--- config.mk ---
export PLATFORM = sky130hd
export DESIGN_NAME = mmio_uart_tx
export DESIGN_NICKNAME = d
export VERILOG_FILES = /design/src/rtl/mmio_uart_tx.sv
export SDC_FILE = /design/constraint.sdc
export NUM_CORES = 1
export LEC_CHECK = 0
export BUFFER_PORTS_ARGS = -buffer_cell sky130_fd_sc_hd__buf_2
export CORE_ASPECT_RATIO = 1.75
export CORE_MARGIN = 5
export CORE_UTILIZATION = 57
export DETAILED_ROUTE_END_ITERATION = 10
export GPL_ROUTABILITY_DRIVEN = 1
export PLACE_DENSITY_LB_ADDON = 0.2
export SLEW_MARGIN = 20
export SYNTH_ARGS = -nofsm -noshare
export SYNTH_HDL_FRONTEND = slang
export SYNTH_SLANG_ARGS = --single-unit
--- constraint.sdc ---
create_clock -name clk -period 8.75 [get_ports clk]
set_clock_uncertainty 0.15 [all_clocks]
set_input_delay 2.625 -clock clk [delete_from_list [all_inputs] [get_ports clk]]
set_output_delay 2.625 -clock clk [all_outputs]
set_load 0.005 [all_outputs]
--- src/rtl/mmio_uart_tx.sv ---
// Memory-mapped 8N1 UART transmitter: TXDATA/STATUS/CTRL window on the core's
// data-memory port, a small byte FIFO and a serializer FSM driving tx.
//
// state | meaning
// IDLE  | line high; pops the FIFO head when enabled and a byte is queued
// START | start bit (low) for CLKS_PER_BIT cycles
// DATA  | eight data bits, LSB first, CLKS_PER_BIT cycles each
// STOP  | stop bit (high) for CLKS_PER_BIT cycles
module mmio_uart_tx #(
  parameter logic [31:0] BASE_ADDR    = 32'h0000_0080,
  parameter int          CLKS_PER_BIT = 16,
  parameter int          FIFO_DEPTH   = 4
) (
  input  logic        clk,
  input  logic        reset,
  input  logic        we,
  input  logic [31:0] a,
  input  logic [31:0] wd,
  output logic [31:0] rd,
  output logic        sel,
  output logic        tx
);

  localparam int PW = $clog2(FIFO_DEPTH);
  localparam int CW = PW + 1;
  localparam int BW = (CLKS_PER_BIT > 1) ? $clog2(CLKS_PER_BIT) : 1;
  localparam logic [BW-1:0] BAUD_LAST = BW'(CLKS_PER_BIT - 1);
  localparam logic [CW-1:0] COUNT_FULL = CW'(FIFO_DEPTH);

  typedef enum logic [1:0] {IDLE, START, DATA, STOP} state_t;

  state_t        state;
  logic [7:0]    mem [FIFO_DEPTH];
  logic [PW-1:0] wptr, rptr;
  logic [CW-1:0] count;
  logic          overflow, enable;
  logic [7:0]    shift;
  logic [2:0]    bit_idx;
  logic [BW-1:0] baud;

  logic [29:0] word_off;
  logic [1:0]  reg_idx;
  logic        wr_txdata, wr_ctrl;
  logic        full, empty, busy, pop, push_ok;
  logic [7:0]  count8;
  logic [31:0] status;
  logic        unused_bits;

  // Unsigned offset from the base word; anything below the base wraps high.
  assign word_off = a[31:2] - BASE_ADDR[31:2];
  assign sel      = (word_off < 30'd3);
  assign reg_idx  = word_off[1:0];

  assign wr_txdata = we & sel & (reg_idx == 2'd0);
  assign wr_ctrl   = we & sel & (reg_idx == 2'd2);

  assign full    = (count == COUNT_FULL);
  assign empty   = (count == '0);
  assign busy    = (state != IDLE);
  assign pop     = (state == IDLE) & enable & ~empty;
  assign push_ok = wr_txdata & (~full | pop);

  assign count8 = 8'(count);
  assign status = {16'h0, count8, 3'b000, enable, overflow, full, empty, busy};

  always_comb begin
    rd = '0;
    if (sel) begin
      case (reg_idx)
        2'd1:    rd = status;
        2'd2:    rd = {31'b0, enable};
        default: rd = '0;
      endcase
    end
  end

  assign unused_bits = ^{a[1:0], wd[31:8]};

  always_ff @(posedge clk) begin
    if (push_ok) mem[wptr] <= wd[7:0];
  end

  always_ff @(posedge clk or posedge reset) begin
    if (reset) begin
      wptr     <= '0;
      rptr     <= '0;
      count    <= '0;
      overflow <= 1'b0;
      enable   <= 1'b1;
    end else begin
      if (push_ok) wptr <= wptr + PW'(1);
      if (pop)     rptr <= rptr + PW'(1);
      case ({push_ok, pop})
        2'b10:   count <= count + CW'(1);
        2'b01:   count <= count - CW'(1);
        default: count <= count;
      endcase
      if (wr_txdata & full & ~pop) overflow <= 1'b1;
      if (wr_ctrl) begin
        enable <= wd[0];
        if (wd[1]) overflow <= 1'b0;
      end
    end
  end

  always_ff @(posedge clk or posedge reset) begin
    if (reset) begin
      state   <= IDLE;
      tx      <= 1'b1;
      shift   <= '0;
      bit_idx <= '0;
      baud    <= '0;
    end else begin
      case (state)
        IDLE: begin
          tx <= 1'b1;
          if (pop) begin
            state   <= START;
            tx      <= 1'b0;
            shift   <= mem[rptr];
            bit_idx <= '0;
            baud    <= '0;
          end
        end
        START: begin
          if (baud == BAUD_LAST) begin
            baud  <= '0;
            state <= DATA;
            tx    <= shift[0];
          end else begin
            baud <= baud + BW'(1);
          end
        end
        DATA: begin
          if (baud == BAUD_LAST) begin
            baud  <= '0;
            shift <= shift >> 1;
            if (bit_idx == 3'd7) begin
              state <= STOP;
              tx    <= 1'b1;
            end else begin
              bit_idx <= bit_idx + 3'd1;
              tx      <= shift[1];
            end
          end else begin
            baud <= baud + BW'(1);
          end
        end
        STOP: begin
          if (baud == BAUD_LAST) begin
            baud  <= '0;
            state <= IDLE;
          end else begin
            baud <= baud + BW'(1);
          end
        end
        default: begin
          state <= IDLE;
          tx    <= 1'b1;
        end
      endcase
    end
  end

endmodule

# After elaboration in Yosys (flattened, before gate mapping)

Memory sizes are Yosys's and may differ from the RTL's.
Index checks and enable logic that the tools add are counted.

Bits in registers: 27
Bits in writable memories: 32
Input port bits: 67
Output and inout port bits: 34
Logic and storage cells: 88
Memories: 1

Memories:

| name | depth | bits a word | rd ports | clocked after memory_dff | wr ports | RTL line | source |
|---|---|---|---|---|---|---|---|
| mem  | 4     | 8           | 1        | 0                        | 1        | 33       | `logic [7:0] mem [FIFO_DEPTH];` |

Add/subtract/negate cells: 7
$lt $le $gt $ge: 1
Eq/ne operators: 16
Multiplexer cells: 29
Bitwise gates (word level): 12
Reduce and logical (&&, ||, !) cells: 12

Operators with widths:

| operator              | count |
|---|---|
| $mux 32               | 1 |
| $lt 30x2->1 const B   | 1 |
| $sub 30x6->30 const B | 1 |
| $pmux 11 s2           | 1 |
| $mux 8                | 2 |
| $pmux 8 s2            | 1 |
| $ne 2x2->1 const B    | 6 |
| $pmux 3 s2            | 2 |
| $mux 2                | 5 |
| $mux 1                | 9 |
| $mux 3                | 3 |
| $and 1x1->1           | 8 |
| $eq 2x2->1 const B    | 4 |
| $mux 4                | 2 |
| $pmux 2 s4            | 1 |
| $pmux 4 s2            | 1 |
| $add 3x1->3 const B   | 2 |
| $eq 2x1->1 const B    | 3 |
| $eq 3x3->1 const B    | 2 |
| $reduce_and 3->1      | 2 |
| $reduce_bool 2->1     | 3 |
| $reduce_and 5->1      | 1 |
| $add 2x1->2 const B   | 2 |
| $add 4x1->4 const B   | 1 |
| other kinds (10)      | 13 |

# Logic depth before layout (Yosys ltp)

Gate-level depths: netlist of run 1.

Word-level depth: 9
Mapped depth: 15

# Worst setup path before layout of run 1

Ideal clock, no wire load.

Path kind: input-to-output
Start: in a[11]
End: out rd[0]
Arrival time: 4.702 ns
Setup slack: 1.273 ns
Stages on the path: 7
Buffers on the path: 1
Path through: or4_1 -> buf_2 -> o41ai_1 -> and4bb_1 -> nand4b_1 -> nor4_1 -> and3_1

Cells in the longest elaborated chain, start to end: 3

Ends and longest elaborated chain:

| element            | RTL line | source |
|---|---|---|
| start: declaration | 17       | `input logic [31:0] a,` |
| $sub 30x6->30      | 50       | `assign word_off = a[31:2] - BASE_ADDR[31:2];` |
| $lt 30x2->1        | 51       | `assign sel = (word_off < 30'd3);` |
| named net sel      | 20       | `output logic sel,` |
| $mux 32            | 68       | `if (sel) begin` |
| end: declaration   | 19       | `output logic [31:0] rd,` |

The timed path passes the listed nets, and every way through them passes these cells.

# Final worst setup path of run 1

Start: in a[11]
End: out rd[1]

Cells in the longest elaborated chain, start to end: 3

Ends and longest elaborated chain:

| element       | RTL line |
|---|---|
| $sub 30x6->30 | 50 |
| $lt 30x2->1   | 51 |
| $mux 32       | 68 |

Every way passes these cells.

==> results_dict.tcl, run 1 <==
set metrics [dict create \
    fin_nets 489 \
    grt_pass1_wl_um 13900 \
    status "finished, final reports clean" \
    ctsHoldBuffers 0 \
    ir_drop_v 0.00009244 \
    first_iter_violations 175 \
    clock_sinks 59 \
    setup_viol 0 \
    htreeDepth 3 \
    wl_per_cell_um 17.20 \
    synth_cells 356 \
    finalCritPeriodShare_pct 94.61 \
    drt_wl_total_um 8460 \
    p_leak_nw 1.772 \
    synth_warnings 0 \
    antenna_found_initial 0 \
    synth.most_common_cell "edfxtp_1" \
    slew_headroom_pct 32.62 \
    tightest_slew_ps 1004 \
    arrival_ps 5500 \
    maxCapViolCount 0 \
    end_kind "output port" \
    timing.final.hold_violations 0 \
    post_drt_via_cell_ratio 6.002 \
    initial_core_util_pct 58.26 \
    drive_above_1_share_pct 21.95 \
    r2r.worst_path.cells 8 \
    avgSynthCellArea_sq_um 10.62 \
    grt_max_degree 28 \
    grt.total_usage_pct 21.18 \
    dr_total_vias 2953 \
    layout_min_cycle_time_ps 8279 \
    die_w_um 71.57 \
    crit_type "in -> out" \
    gr-total-overflow 0 \
    ant_nets 0 \
    cts.path.max_buffers 2 \
    syn_to_final_growth_pct 12.97 \
    die_area_sq_um 8426 \
    root_buffer "clkbuf_16" \
    grt_setup_unrepaired "no" \
    dp.cells 476 \
    hold_depth 2 \
    cts_resized 0 \
    async_reset_ff_share_pct 45.76 \
    gp_congestion 0.8517 \
    num_antenna_cells 0 \
    worstPathRequired_ps 5980 \
    io_buffers 50 \
    layout.cells.non_filler 492 \
    die_h_um 117.7 \
    drt_first_pass_iters 6 \
    ios 101 \
    cts_buffers 9 \
    cts_setup_buffers 0 \
    clk_latency_ps 320 \
    fin_setup_tns_ps 0 \
    crit_path_max_fanout 7 \
    synth_area_leader_cell "edfxtp_1" \
    utilization_pct 65.82 \
    cts_tree "done" \
    fillCellCount 542 \
    multiInputGateArea_sq_um 1933 \
    seqCellArea_sq_um 1639 \
    rows 39 \
    synth_top_area_share_pct 25.41 \
    synthFlopType "edfxtp_1" \
    slew_viol_final 0 \
    synth_enable_flop_cells 32 \
    drc 0 \
    holdCritPathClass "reg -> reg" \
    clk_pin_slew_ps 50 \
    startpoint_type "input pin" \
    yosys-top-cells-count "32 x edfxtp_1, 31 x nand2_1, 25 x dfrtp_1" \
    dpl.hpwl_um 6554 \
    yosys-top-cells-area "edfxtp_1 25%, dfrtp_1 17%, ha_1 5.3%" \
    ys_types 73 \
    synth_seq_cells 59 \
    yosysSeqAreaShare_pct 43.35 \
    core_sq_um 6490 \
    timing.fmax_mhz 120.8 \
    syn-cell-area_sq_um 3781 \
    powerDensity_nw_per_um2 157.6 \
    grt_pass1_vias 2979 \
]
## cell families (layout without fill, tap and decap cells)
logic type	count (synthesis)	in the layout	share of synthesized area, %
other	1	24	0.09918
multiplexers	21	21	8.339
flip-flops	59	59	43.35
XOR/XNOR	6	6	1.390
AO/OA/AOI/OAI	61	61	11.48
adder cells (fa/ha/maj)	17	17	5.824
buffers and inverters	51	82	7.809
AND/OR/NAND/NOR	140	140	21.71
## cells in the final DEF, fill, tap and decap left out, types with 9 or more instances in the layout
cell,instances
conb_1,24
o21ai_0,19
mux2i_1,9
nand2_1,31
clkbuf_16,9
nand4_1,10
nor4_1,12
inv_1,15
buf_2,50
dfrtp_1,25
nor2_1,20
ha_1,16
and3_1,9
edfxtp_1,32
## sequential cells by signal (all words and copies together) (netlist names)
| name | cells |
|---|---|
| bit_idx | 3 |
| count | 3 |
| enable | 1 |
| mem | 32 |
| baud | 4 |
| overflow | 1 |
| rptr | 2 |
| shift | 8 |
| state | 2 |
| tx | 1 |
| wptr | 2 |
## metrics by stage
step                total power [W]  area (sq um)  worst slack, ps  hold WS, ps
floorplan                 0.0003276          3867             1273        295.7
global placement          0.0003404          3985            559.1        307.7
detailed placement        0.0003417          3985            493.6        324.5
CTS                       0.0006784          4272            486.4        335.5
global route              0.0006968          4272            294.5        369.4
finish                    0.0006731          4272            471.4        331.2
## layout make-up
| cell class | count | area share, % |
|---|---|---|
| clock buffer | 11 | 5.448 |
| clock inverter | 5 | 1.260 |
| inverter | 16 | 1.406 |
| multi-input combinational | 269 | 45.25 |
| sequential | 59 | 38.37 |
| tap | 82 | 2.402 |
| timing repair buffer | 50 | 5.858 |
## power breakdown
group	internal, W	switching (W)
registers	0.000294	0.0000000195
logic	0.0000150	0.0000287
clock network	0.000219	0.000117
## per-layer routing
layer | GRT usage, % | part of all wire, %
met5 | 0 | 0
met2 | 38.19 | 55
met1 | 20.79 | 35
met3 | 4.017 | 4.1
met4 | 14.71 | 6.1
## critical path, stage by stage
cell	delay, ps
buf_2	120
or4_1	680
o41ai_1	640
and4bb_1	270
nand4b_1	200
nor4b_2	620
and3_1	240
buf_2	110
## path summary, 6_finish.rpt
path                          start         end  slack (ps)
max                           a[11]       rd[1]         470
min                        shift[5]    shift[5]         330
max reg2reg                state[0]    count[1]        5070
min reg2reg                shift[5]    shift[5]         330
max in group asynchronous     reset  bit_idx[1]        5860
min in group asynchronous     reset     baud[2]        2210
Note: power is estimated with default switching activity, not from simulation.
==> run 2: changes to the inputs <==
Settings changed: PLACE_DENSITY set to 0.86, PLACE_DENSITY_LB_ADDON 0.2 to unset.
==> run 2 against run 1 <==
  * Final cell count grew 0.20%
  * Combinational power up 2%
  * Register-to-register slack got worse by 200 ps
  * Routed wire length is 2.9% higher
  * Largest cell class unchanged
==> results_dict.tcl, run 2 (synthesized netlist as in run 1, its figures left out) <==
set metrics [dict create \
    crit_chain "buf_2 > inv_1 > ha_1 > nor4b_1 > nand4_1 > o21a_1 > and4bb_1 > nand4b_1 > nor4b_2 > and2_1 > buf_2" \
    status "finished, final reports clean" \
    clock_sinks 59 \
    gr-total-overflow 0 \
    num_antenna_cells 0 \
    fillCellCount 512 \
    holdCritPathClass "reg -> reg" \
    gp_congestion 0.9678 \
    startpoint_type "input pin" \
    maxCapViolCount 0 \
    cp_common_cell "buf_2" \
    ant_nets 0 \
    die_h_um 117.7 \
    tightest_slew_ps 995.3 \
    cts.path.max_buffers 2 \
    grt_pass1_vias 3037 \
    final_common_cell "buf_2" \
    timing.final.hold_violations 0 \
    dr_wl_met3_um 530 \
    setup_viol 0 \
    path_buf_inv 3 \
    timing.fmax_mhz 121.8 \
    arrival_ps 5440 \
    regMostFlops "mem" \
    grt_pass1_wl_um 14070 \
    antenna_found_initial 0 \
    die_w_um 71.57 \
    powerDensity_nw_per_um2 158.5 \
    clk_latency_ps 320 \
    utilization_pct 66.15 \
    grt.total_usage_pct 21.49 \
    ir_drop_v 0.00009828 \
    worstPathRequired_ps 5980 \
    slew_headroom_pct 31.93 \
    ios 101 \
    layout_min_cycle_time_ps 8211 \
    fin_nets 490 \
    dr_total_vias 2971 \
    crit_path_max_fanout 9 \
    cp_slowest_cell "nor4b_2" \
    cpLargestDelayFamily "simple AND/OR/NAND/NOR gates" \
    clk_pin_slew_ps 50 \
    cts_tree "done" \
    dpl.hpwl_um 6663 \
    fin_setup_tns_ps 0 \
    htreeDepth 3 \
    drt_wl_total_um 8704 \
    r2r.worst_path.cells 8 \
    root_buffer "clkbuf_16" \
    ctsHoldBuffers 0 \
    initial_core_util_pct 58.26 \
    worst-path-stages 11 \
    cts_resized 0 \
    post_drt_via_cell_ratio 6.026 \
    drive_above_1_share_pct 21.90 \
    final_cell_mix "50 x buf_2, 32 x edfxtp_1, 31 x nand2_1, 25 x dfrtp_1, 24 x conb_1" \
    met1Wirelength_um 2928 \
    largest_reg_flops 32 \
    top_layer_used "met4" \
    grt_setup_unrepaired "no" \
    io_buffers 50 \
    hold_depth 2 \
    syn_to_final_growth_pct 13.53 \
    crit_type "in -> out" \
    wl_per_cell_um 17.66 \
    first_iter_violations 201 \
    p_leak_nw 1.772 \
    met2_wirelength_um 4787 \
    cpPeakStageDelay_ps 590 \
    drt_first_pass_iters 4 \
    rows 39 \
    cts_setup_buffers 0 \
    drc 0 \
    end_kind "output port" \
    finalCritPeriodShare_pct 93.84 \
    reg_top3 "mem (32), shift (8), baud (4)" \
    grt_max_degree 28 \
    die_area_sq_um 8426 \
    slew_viol_final 0 \
    cts_buffers 9 \
    core_sq_um 6490 \
]
[run 2: cell types whose count changed in the layout (fill, tap and decap cells not counted)]
cell	delta
o21ai_1	-1
o21ai_2	+1
clkinv_2	-3
buf_4	+1
clkinvlp_4	+1
inv_2	-1
clkbuf_8	+1
clkinv_1	+2
[run 2: cell type report]
class                   instances  area [sq um]  area share (%)
clock buffers                  12         246.5           5.742
multi-input cells             269          1937           45.12
flip-flops and latches         59          1639           38.18
well taps                      82         102.6           2.390
repair buffers                 51         257.7           6.004
inverters                      16         60.06           1.399
clock inverters                 4         50.05           1.166
[run 2: report_power, final]
part           switching [W]  internal (W)  leakage [nW]
Clock               0.000115      0.000227         0.140
Sequential      0.0000000196      0.000294         0.642
Combinational      0.0000292     0.0000151         0.990
Total               0.000144      0.000536          1.77
[run 2: per-stage QoR]
step / hold slack, ps / instances / total power, W / area, sq um / worst slack, ps
floorplan: 295.7 / 379 / 0.0003276 / 3867 / 1273
global placement: 308.8 / 477 / 0.0003403 / 3993 / 692.4
detailed placement: 330.7 / 477 / 0.0003420 / 3993 / 605.7
CTS: 345.8 / 493 / 0.0006808 / 4289 / 610.7
global route: 373.1 / 493 / 0.0007011 / 4293 / 409.0
finish: 340.2 / 493 / 0.0006805 / 4293 / 538.7
[run 2: worst paths after layout]
kind                                from        to  slack, ps
worst min register to register  shift[4]  shift[4]        340
max in group asynchronous          reset  shift[6]       5750
worst max register to register  state[0]  count[1]       4870
worst min-delay path            shift[4]  shift[4]        340
min in group asynchronous          reset   baud[0]       2250
worst max-delay path                a[7]     rd[3]        540
[run 2: metal layers]
layer	GRT usage, %	up-vias
li1	-	1400
met4	13.65	0
met1	20.99	1395
met5	0	-
met3	4.017	33
met2	39.52	143
[run 2: tightest hold or removal path, stage by stage (launching register included)]
cell and delay, ps:
dfrtp_1 340, nand2_1 50, o21ai_0 60
